### config.mk
export PLATFORM = sky130hd
export DESIGN_NAME = alu_exec_stage
export DESIGN_NICKNAME = d
export VERILOG_FILES = /design/src/rtl/alu_exec_stage.sv
export SDC_FILE = /design/constraint.sdc
export NUM_CORES = 1
export LEC_CHECK = 0
export ABC_CLOCK_PERIOD_IN_PS = 2350
export BUFFER_PORTS_ARGS = -buffer_cell sky130_fd_sc_hd__clkbuf_2
export CORE_MARGIN = 2
export CORE_UTILIZATION = 40
export CTS_CLUSTER_DIAMETER = 40
export DETAILED_ROUTE_END_ITERATION = 8
export MAX_ROUTING_LAYER = met4
export PLACE_DENSITY_LB_ADDON = 0.05
export SLEW_MARGIN = 15
export SYNTH_ARGS = -nofsm -noshare
export SYNTH_HDL_FRONTEND = slang
export SYNTH_SLANG_ARGS = --single-unit
### constraint.sdc
create_clock -name clk -period 2.35 [get_ports clk]
set_input_delay 0.235 -clock clk [delete_from_list [all_inputs] [get_ports clk]]
set_output_delay 0.235 -clock clk [all_outputs]
set_load 0.005 [all_outputs]
### src/rtl/alu_exec_stage.sv
// Single-issue ALU execute stage: one-cycle ops, bit-serial shifts, registered result with valid/ready on both sides.
// Latency: 1 cycle for non-shift ops, 1+b[4:0] cycles for shifts; back-to-back issue when downstream is ready.
module alu_exec_stage #(
    parameter int DWIDTH = 32
) (
    input  logic              clk,
    input  logic              reset_n,
    input  logic              in_valid,
    output logic              in_ready,
    input  logic [3:0]        alu_op,
    input  logic [DWIDTH-1:0] a,
    input  logic [DWIDTH-1:0] b,
    output logic              out_valid,
    input  logic              out_ready,
    output logic [DWIDTH-1:0] result,
    output logic              illegal
);

    localparam int SHW = $clog2(DWIDTH);

    localparam logic [3:0] OP_ADD    = 4'd0;
    localparam logic [3:0] OP_SLL    = 4'd1;
    localparam logic [3:0] OP_SLT    = 4'd2;
    localparam logic [3:0] OP_SLTU   = 4'd3;
    localparam logic [3:0] OP_XOR    = 4'd4;
    localparam logic [3:0] OP_SRL    = 4'd5;
    localparam logic [3:0] OP_OR     = 4'd6;
    localparam logic [3:0] OP_AND    = 4'd7;
    localparam logic [3:0] OP_COPY_A = 4'd10;
    localparam logic [3:0] OP_COPY_B = 4'd11;
    localparam logic [3:0] OP_SUB    = 4'd12;
    localparam logic [3:0] OP_SRA    = 4'd13;

    typedef enum logic [1:0] {
        ST_IDLE  = 2'd0,
        ST_SHIFT = 2'd1,
        ST_DONE  = 2'd2
    } state_e;

    typedef enum logic [1:0] {
        SH_LL = 2'd0,
        SH_RL = 2'd1,
        SH_RA = 2'd2
    } shdir_e;

    state_e            state_q;
    shdir_e            dir_q;
    logic [SHW-1:0]    cnt_q;
    logic [DWIDTH-1:0] shreg_q;
    logic [DWIDTH-1:0] result_q;
    logic              illegal_q;
    logic              out_valid_q;

    logic              accept;
    logic              retire;
    logic [SHW-1:0]    shamt;
    logic [SHW-1:0]    cnt_d;
    logic [DWIDTH-1:0] shreg_d;
    logic [DWIDTH-1:0] alu_res;
    logic              alu_ill;
    logic              is_shift;
    shdir_e            op_dir;

    // in_ready is the only output with a combinational input (out_ready).
    assign in_ready  = (state_q == ST_IDLE) || ((state_q == ST_DONE) && out_ready);
    assign accept    = in_valid && in_ready;
    assign retire    = out_valid_q && out_ready;
    assign out_valid = out_valid_q;
    assign result    = result_q;
    assign illegal   = illegal_q;
    assign shamt     = b[SHW-1:0];

    always_comb begin
        alu_res  = '0;
        alu_ill  = 1'b0;
        is_shift = 1'b0;
        op_dir   = SH_LL;
        case (alu_op)
            OP_ADD:    alu_res = a + b;
            OP_SUB:    alu_res = a - b;
            OP_SLT:    alu_res = {{(DWIDTH-1){1'b0}}, ($signed(a) < $signed(b))};
            OP_SLTU:   alu_res = {{(DWIDTH-1){1'b0}}, (a < b)};
            OP_XOR:    alu_res = a ^ b;
            OP_OR:     alu_res = a | b;
            OP_AND:    alu_res = a & b;
            OP_COPY_A: alu_res = a;
            OP_COPY_B: alu_res = b;
            // A zero shift amount completes immediately with a unchanged.
            OP_SLL: begin
                is_shift = 1'b1;
                op_dir   = SH_LL;
                alu_res  = a;
            end
            OP_SRL: begin
                is_shift = 1'b1;
                op_dir   = SH_RL;
                alu_res  = a;
            end
            OP_SRA: begin
                is_shift = 1'b1;
                op_dir   = SH_RA;
                alu_res  = a;
            end
            default:   alu_ill = 1'b1;
        endcase
    end

    always_comb begin
        cnt_d = cnt_q - {{(SHW-1){1'b0}}, 1'b1};
        case (dir_q)
            SH_LL:   shreg_d = {shreg_q[DWIDTH-2:0], 1'b0};
            SH_RL:   shreg_d = {1'b0, shreg_q[DWIDTH-1:1]};
            default: shreg_d = {shreg_q[DWIDTH-1], shreg_q[DWIDTH-1:1]};
        endcase
    end

    always_ff @(posedge clk or negedge reset_n) begin
        if (!reset_n) begin
            state_q     <= ST_IDLE;
            dir_q       <= SH_LL;
            cnt_q       <= '0;
            shreg_q     <= '0;
            result_q    <= '0;
            illegal_q   <= 1'b0;
            out_valid_q <= 1'b0;
        end else if (state_q == ST_SHIFT) begin
            shreg_q <= shreg_d;
            cnt_q   <= cnt_d;
            if (cnt_d == '0) begin
                result_q    <= shreg_d;
                out_valid_q <= 1'b1;
                state_q     <= ST_DONE;
            end
        end else if (accept) begin
            // Covers both a fresh issue from IDLE and retire-plus-issue from DONE.
            illegal_q <= alu_ill;
            dir_q     <= op_dir;
            if (is_shift && (shamt != '0)) begin
                shreg_q     <= a;
                cnt_q       <= shamt;
                out_valid_q <= 1'b0;
                state_q     <= ST_SHIFT;
            end else begin
                result_q    <= alu_res;
                out_valid_q <= 1'b1;
                state_q     <= ST_DONE;
            end
        end else if (retire) begin
            out_valid_q <= 1'b0;
            state_q     <= ST_IDLE;
        end
    end

endmodule
Word-level counts from Yosys, hierarchy flattened. Cells that the tools add are included.

Bits in registers: 75. Input port bits: 72. Output and inout bits: 35. Word-level logic and storage cells: 77.

Add/subtract/negate cells: 3. Order comparisons: 2. Equal/unequal tests: 16. Muxes and demuxes: 25. Bitwise operators: 4. Reductions and logical operators: 20.

Operator list (count): 32-bit one-hot mux with 9 select lines (1); 32-bit 2-to-1 mux (7); 32-bit < comparator (2); 32-bit one-hot mux with 2 select lines (1); 32-bit adder (1); 32-bit bitwise AND (1); 32-bit bitwise OR (1); 32-bit subtractor (1); 32-bit bitwise XOR (1); 4-bit by 3-bit == test with 1-bit output, second input constant (4); 4-bit == test, second input constant (4); 5-bit 2-to-1 mux (3); 12-bit OR reduction (1); 2-bit 2-to-1 mux (5); 4-bit by 2-bit == test with 1-bit output, second input constant (2); 1-bit 2-to-1 mux (7); 2-bit AND reduction (3); 5-bit zero test (1); 5-bit nonzero test (1); 5-bit by 1-bit subtractor with 5-bit output, second input constant (1); 2-bit by 1-bit == test with 1-bit output, second input constant (2); 4-bit by 1-bit == test with 1-bit output, second input constant (1); 1-bit logical AND (4); 2-bit zero test (2); other kinds (12) (13).

Logic depth before layout (Yosys ltp). Gate-level depths: netlist (run 1).

Depth in word-level cells: 7. Gate-level depth with buffers: 14. Mapped depth without buffers: 14.

Worst setup path before layout (run 1). OpenSTA, ideal clock, no wires.

Path type: input -> register. From: input a[2]. To: register result_q[27], in the netlist result[27]. Library setup time: 121 ps. Data arrival time: 2674 ps. Data required time: 2229 ps. Path slack: -445 ps. Stages: 12. Path buffers: 1. Cells stage by stage: inv_1 -> ha_1 -> buf_6 -> nor2b_1 -> a311o_1 -> a21o_1 -> o41a_1 -> a211oi_4 -> o31a_2 -> xnor2_1 -> o221ai_1 -> a22o_1.

Cells in the longest elaborated chain, start to end: 5. Elaborated cells on any way between the ends: 6. Those cells by class: 2 x add/sub; 4 x mux.

RTL lines: from (decl) (RTL line 11) `input logic [DWIDTH-1:0] a,`; 32-bit subtractor / 32-bit adder (equally long branches) (RTL line 80, 79); 32-bit one-hot mux with 9 select lines * (RTL line 78) `case (alu_op)`; 32-bit 2-to-1 mux * (RTL line 138) `if (is_shift && (shamt != '0)) begin`; 32-bit 2-to-1 mux * (RTL line 134) `end else if (accept) begin`; 32-bit 2-to-1 mux * (RTL line 126) `end else if (state_q == ST_SHIFT) begin`; to (signal assigned) (RTL line 130) `result_q <= shreg_d;`; to (signal assigned) (RTL line 144) `result_q <= alu_res;`; to (decl) (RTL line 50) `logic [DWIDTH-1:0] result_q;`.

Every way passes the cells marked *; elsewhere a longest branch is shown, timed or not. The select of a mux whose other input is x is not followed. A chain may end at the register's enable or synchronous reset.

Worst setup path after layout (run 1).
From: input b[0]. To: register result_q[27], in the netlist result[27].

Cells in the longest elaborated chain, start to end: 5. Elaborated cells on any way between the ends: 10. Those cells by class: 2 x add/sub; 1 x eq/ne; 4 x mux; 3 x reduce/logical.

RTL lines: from (decl) (RTL line 12) `input logic [DWIDTH-1:0] b,`; 32-bit subtractor / 32-bit adder (equally long branches) (RTL line 80, 79); 32-bit one-hot mux with 9 select lines (RTL line 78); 32-bit 2-to-1 mux (RTL line 138); 32-bit 2-to-1 mux (RTL line 134); 32-bit 2-to-1 mux (RTL line 126).

Parallel ways exist; a longest one is shown, timed or not. The select of a mux whose other input is x is not followed.

==> metrics, run 1 <==
FF-to-FF End result[29]; element type at the critical path end register; DP HPWL 31.9 mm; crit start category primary input; Least-Margin Pin Slew 0.824 ns; Fin Hold WS 0.223 ns; Seq/Total Area, Yosys about a fifth; Hold Path Class in -> reg; Cell Rows 55; drt pass-1 iters 8; GRT Total Usage 35.8%; Root Driver clkbuf_16; CTS Buffer Depth 2; Mapped Area 0.00913 sq mm; Area Growth Syn to Fin 58.5%; slew margin rel. between 40 and 50%; Placer Congestion 0.953; Setup WS pre-CTS -0.953 ns; max-cap violation count 0; share of cells above drive strength 1 42.5%; CTS sink cnt between 70 and 80; failing checks negative setup slack; drt drc 0; number of global-route vias before repair 11200; Initial Util 40.6%; Layout Nets 1848; Congestion Overflow GR 0; critical path peak fanout 4; commonest non-fill, non-tap cell in the layout buf_4; final setup vio count 21; largest cells by area after synthesis dfrtp_1 20%, ha_1 13%, a21oi_1 7.0%, o21ai_0 5.5%, nand2_1 5.3%; Netlist cell types 76; Non-Filler Instances ~2000; H-tree Lvls 3; fmax 371 MHz; Final Max Tran Viols 0; Top FF cell, synth dfrtp_1; WHS Path Cells 3; synth warn 0; Post-synth EDFFs 0; average cell area after synthesis 7.40 sq um; Reg clk slew, reported paths 0.07 ns; P_leak 6.79 nW; ys async rst share 100%; I/O Buffers 106; worst hold endpoint cnt_q[3]; RSZ-0062 raised after global routing yes; reg2reg setup slack -0.09 ns; DR iter-0 viols between 900 and 1000; initial antenna violation count 0; Die Ht 155 um; WL final 42.6 mm; Power, Total 0.00889 W; top cell type's share of synthesized area between 20 and 25%; final worst slack -0.346 ns; Gate Count Post-Synth 1234; Routed Antenna Nets 0; CTS tree done; Tcrit/Tclk final 115%; most frequent cells in the layout 363 x buf_4, 126 x nand2_1, 111 x a21oi_1, 90 x clkbuf_2, 84 x ha_1; Tmin final 2.70 ns; FF-to-FF path depth 10; pwr dens between 600 and 700 mW/mm^2; area leader, netlist dfrtp_1; Yosys reg bits 74; dpl cells around 1900; Max rail drop VDD 0.458 mV; first-pass GRT wire length 64.8 mm; Die X 155 um; largest net degree at the start of global routing 46; final hold vios 0; Core Util, Final 64.3%; clk_lat worst skew 0.37 ns; DR vias 11400; io pins between 100 and 150; WP data required 2.61 ns; core area 0.0225 sq mm; CTS Buf Count 9; worst r2r src cnt_q[0]; Avg WL per Cell 21.7 um; min-delay src b[3]; Layout Skew between 0.007 and 0.008 ns; Synth Net Count 1406; mean number of vias per cell 5.78; outcome finished, violations left; Critical Path AT a little under 3 ns; DIE AREA 0.0241 sq mm; # diodes 0; critical path class in -> reg
==> cells in the mapped netlist (4+ instances only) <==
library cell,n
o31ai_1,13
nand3_1,23
o21ai_0,101
nor2_1,88
a22oi_1,22
xnor2_1,14
o22ai_1,9
o21bai_1,17
and3_1,14
clkbuf_1,75
a221oi_1,16
a2111oi_0,4
or2_2,6
a22o_1,8
a21o_1,15
mux2i_1,34
inv_1,97
a211oi_1,17
nor3_1,24
nor4_1,9
nand4_1,9
a222oi_1,6
o21a_1,7
a31oi_1,16
a311oi_1,4
o211ai_1,15
nand2_1,130
ha_1,98
buf_2,6
nor2b_1,14
o2111ai_1,10
mux2_2,15
buf_1,6
dfrtp_1,74
nand2b_1,15
o21ai_1,4
o221ai_1,12
a21oi_1,127
==> worst max-delay path, cell delays in order <==
cell       delay [ns]
clkbuf_16        0.13
buf_6            0.11
ha_4             0.17
a21oi_4          0.16
nor2b_4          0.06
a311o_1          0.36
a21o_1           0.20
o41a_1           0.44
a211oi_4         0.41
o31a_2           0.23
xnor2_1          0.12
o221ai_1         0.13
a22o_1           0.19
==> cells by family (layout without fill, tap and decap cells) <==
kind of cell | Yosys count | count (layout) | share of synthesized area [%]
AO/OA/AOI/OAI | 465 | 465 | 33.8
XOR/XNOR | 16 | 16 | 1.53
adder cells (fa/ha/maj) | 100 | 100 | 13.9
buffers and inverters | 185 | 631 | 7.77
flip-flops | 74 | 74 | 20.3
multiplexers | 49 | 49 | 5.58
AND/OR/NAND/NOR | 345 | 346 | 17.2
==> worst max path at each step <==
stage / start / endpoint / slack, ns
after global placement: b[0] / result[20] / -0.92
final: b[0] / result[27] / -0.35
after floorplan: b[1] / result[27] / -0.41
after global routing: a[3] / result[27] / -0.44
after detailed placement: a[0] / result[0] / -0.95
after CTS: b[1] / result[17] / -0.37
==> repair_timing <==
action / in CTS / in global routing
cloned: 0 / 1
hold buffers: 1 / 0
buffers inserted: 42 / 16
pin swaps: 96 / 86
endpoints found under the setup margin: 27 / 36
gates resized for setup: 166 / 88
endpoints found under the hold margin: 29 / 0
==> registers in the layout, indices dropped and copies added (netlist names) <==
name,flops
result,32
shreg_q,32
cnt_q,5
dir_q,2
state_q,2
illegal,1
==> cell type report <==
| type | count | area (sq um) |
|---|---|---|
| sequential | 74 | 1850 |
| inverter | 97 | 403 |
| timing repair buffer | 518 | 4040 |
| multi-input combinational | 976 | 7530 |
| tap | 285 | 357 |
| clock inverter | 7 | 61.3 |
| clock buffer | 9 | 225 |
| fill | 2007 | 8030 |
==> metrics by stage <==
stage / setup TNS (ns) / area [sq um]
floorplan: -4.20 / 9310
global placement: -19.96 / 12700
detailed placement: -20.95 / 12700
CTS: -4.47 / 14000
global route: -6.80 / 14500
finish: -4.06 / 14500
==> power breakdown <==
part,internal (W),switching [W],total (W),leakage (nW)
combinational,0.00242,0.00261,0.00504,5.77
clock,0.000738,0.000744,0.00148,0.135
sequential,0.00187,0.000507,0.00238,0.894
==> per-layer routing <==
metal | up-vias | part of all wire, % | GRT usage, %
met1 | 5411 | 45 | 47.5
met5 | - | 0 | -
met4 | 0 | 2.8 | 9.92
met2 | 469 | 46 | 57.4
met3 | 91 | 6.5 | 4.54
li1 | 5393 | - | -
No activity file was read; power rests on OpenSTA's default activity.
==> run 2: changes to the inputs <==
--- a/config.mk
+++ b/config.mk
@@ -9,2 +9,3 @@
 export BUFFER_PORTS_ARGS = -buffer_cell sky130_fd_sc_hd__clkbuf_2
+export CORE_ASPECT_RATIO = 1.25
 export CORE_MARGIN = 2
--- a/constraint.sdc
+++ b/constraint.sdc
@@ -3,2 +3,2 @@
 set_output_delay 0.235 -clock clk [all_outputs]
-set_load 0.005 [all_outputs]
+set_load 0.05 [all_outputs]
==> run 2 against run 1 <==
- the run still ends with negative setup slack left
- setup slack got worse by 0.044 ns
- design area decreased by 2.4%
- clock skew is 0.0027 ns higher
- die area about the same
- clock-buffer cell count increased by 1
==> metrics, run 2 (same netlist as run 1, synthesis figures left out) <==
outcome finished, violations left; failing checks negative setup slack; Placer Congestion 0.973 (+2.0%); initial antenna violation count 1 (+1); WP data required 2.57 ns (-0.04 ns); Hold Path Class in -> reg; critical path peak fanout 4 (unchanged); Worst setup startpoint b[1]; Root Driver clkbuf_16; crit start category primary input; element type at the critical path end register; Routed Antenna Nets 0 (unchanged); WL final 42.9 mm (+0.81%); CTS Buffer Depth 2 (unchanged); Layout Nets 1821 (-1.5%); DR iter-0 viols 898 (-8.9%); CTS Buf Count 9 (unchanged); drt pass-1 iters 6 (-2); drt drc 0 (unchanged); core area 0.0224 sq mm (-0.62%); FF-to-FF path depth 11 (+1); FF-to-FF End result[29]; Critical Path AT 2.96 ns (about the same); Placed Area 0.0127 sq mm (about the same); CTS sink cnt 74 (unchanged); multi-input logic area 0.00754 sq mm (about the same); Reg clk slew, reported paths 0.06 ns (about the same); slowest cell on the critical path o41a_1; Initial Util 40.8% (+0.25 points); Avg WL per Cell 22.2 um (+2.4%); final hold vios 0 (unchanged); CTS tree done; Cell Rows 61 (+11%); worst r2r src cnt_q[0]; Die Ht 173 um (+11%); critical path class in -> reg; Congestion Overflow GR 0 (unchanged); H-tree Lvls 3 (unchanged); final worst slack -0.390 ns (-0.0440 ns); final instance area 0.0141 sq mm (-2.4%); Final Max Tran Viols 0 (unchanged); largest net degree at the start of global routing 50 (+8.7%); Worst path max stage delay 0.44 ns (about the same); P_leak 6.60 nW (-2.8%); FF+latch area 0.00185 sq mm (unchanged); dpl cells 1896 (-0.37%); end point of the critical path result[27]; Non-Filler Instances 1935 (-1.6%); io pins 107 (unchanged); final setup vio count 17 (-19%); I/O Buffers 106 (unchanged); GRT Total Usage 35.9% (+0.11 points); Layout Skew 0.0106 ns (+0.00272 ns); Least-Margin Pin Slew 0.769 ns (-0.0549 ns); DP HPWL 33.4 mm (+4.9%); commonest non-fill, non-tap cell in the layout buf_4; Max rail drop VDD 0.827 mV (+80%); mean number of vias per cell 5.93 (+2.6%); share of cells above drive strength 1 41.8% (-0.68 points); RSZ-0062 raised after global routing yes; DR vias 11500 (+1.0%); first-pass GRT wire length 65.6 mm (+1.3%); clk_lat worst skew 0.35 ns (-0.02 ns); number of global-route vias before repair 11500 (+2.4%); slew margin rel. 48.6% (+3.7 points); reg2reg setup slack -0.11 ns (-0.02 ns); # fillers 2092 (+4.2%); max-cap violation count 0 (unchanged); most frequent cells in the layout 360 x buf_4, 127 x nand2_1, 107 x a21oi_1, 95 x clkbuf_2, 82 x ha_1; Die X 139 um (-10%); cells along the critical path buf_8 > clkinvlp_4 > ha_4 > a21oi_4 > nor2b_4 > a311o_1 > a21o_1 > o41a_1 > a211oi_4 > o31a_2 > xnor2_2 > o221ai_2 > a22o_1; Tcrit/Tclk final 117% (+1.9 points); Tmin final 2.74 ns (+0.0440 ns); Area Growth Syn to Fin 54.7%; DIE AREA 0.0241 sq mm (about the same); fmax 365 MHz (-1.6%); pwr dens 684 mW/mm^2 (+11%)
run 2: changes by cell type in the layout (fill, tap and decap cells not counted), sizes merged:
cell / previous run / this run
clkinvlp: 3 / 1
bufinv: 0 / 1
inv: 98 / 95
diode: 0 / 1
clkbuf: 105 / 110
buf: 421 / 390
run 2: repair_timing:
| action | in CTS | in global routing |
|---|---|---|
| setup endpoints to repair | 30 | 32 |
| pin swaps | 73 | 93 |
| buffers inserted | 16 | 14 |
| hold buffers | 1 | 0 |
| gates resized for setup | 120 | 101 |
| hold endpoints to repair | 41 | 0 |
| gates cloned | 1 | 0 |
run 2: metal layers:
metal	routed length, um	global-route usage [%]	up-vias	part of all wire (%)
met5	0	-	-	0
met2	20100	58.0	480	47
met3	2700	4.68	101	6.3
met4	1470	12.5	0	3.4
li1	-	-	5334	-
met1	18700	46.2	5563	44
run 2: report_power, final:
group          switching [W]  internal, W
clock network       0.000556     0.000805
logic                0.00353      0.00232
registers           0.000578      0.00187
total                0.00466      0.00500
run 2: through the flow:
stage | setup slack, ns | util [%] | hold WS [ns] | total power [W] | setup TNS, ns
global route | -0.430 | 63.2 | 0.204 | 0.0102 | -5.52
finish | -0.390 | 63.2 | 0.167 | 0.00966 | -3.39
detailed placement | -1.02 | 56.9 | 0.280 | 0.00777 | -18.99
global placement | -0.973 | 56.9 | 0.281 | 0.00772 | -18.82
floorplan | -0.410 | - | -0.0606 | 0.00553 | -4.20
CTS | -0.297 | 61.0 | 0.165 | 0.00939 | -3.20
run 2: worst min path at each step:
stage / start / endpoint / slack [ns] / cells after the start
floorplan: reset_n / cnt_q[0] / -0.06 / 0
global placement: reset_n / cnt_q[3] / 0.28 / 1
detailed placement: reset_n / cnt_q[3] / 0.28 / 1
CTS: b[0] / cnt_q[0] / 0.17 / 3
global route: b[0] / cnt_q[0] / 0.20 / 3
finish: b[0] / cnt_q[0] / 0.17 / 3
run 2: layout make-up:
cell class,count,area share [%]
diodes,1,0.0177
clock buffers,10,1.62
clock inverters,3,0.310
inverters,97,2.83
multi-input cells,976,53.4
flip-flops and latches,74,13.1
well taps,283,2.51
repair buffers,491,26.2
run 2: critical path: cells and delay by family:
kind / cells / cell delay (ns)
AND/OR/NAND/NOR: 1 / 0.06
XOR/XNOR: 1 / 0.12
adder cells (fa/ha/maj): 1 / 0.25
buffers and inverters: 2 / 0.19
AO/OA/AOI/OAI: 8 / 2.10
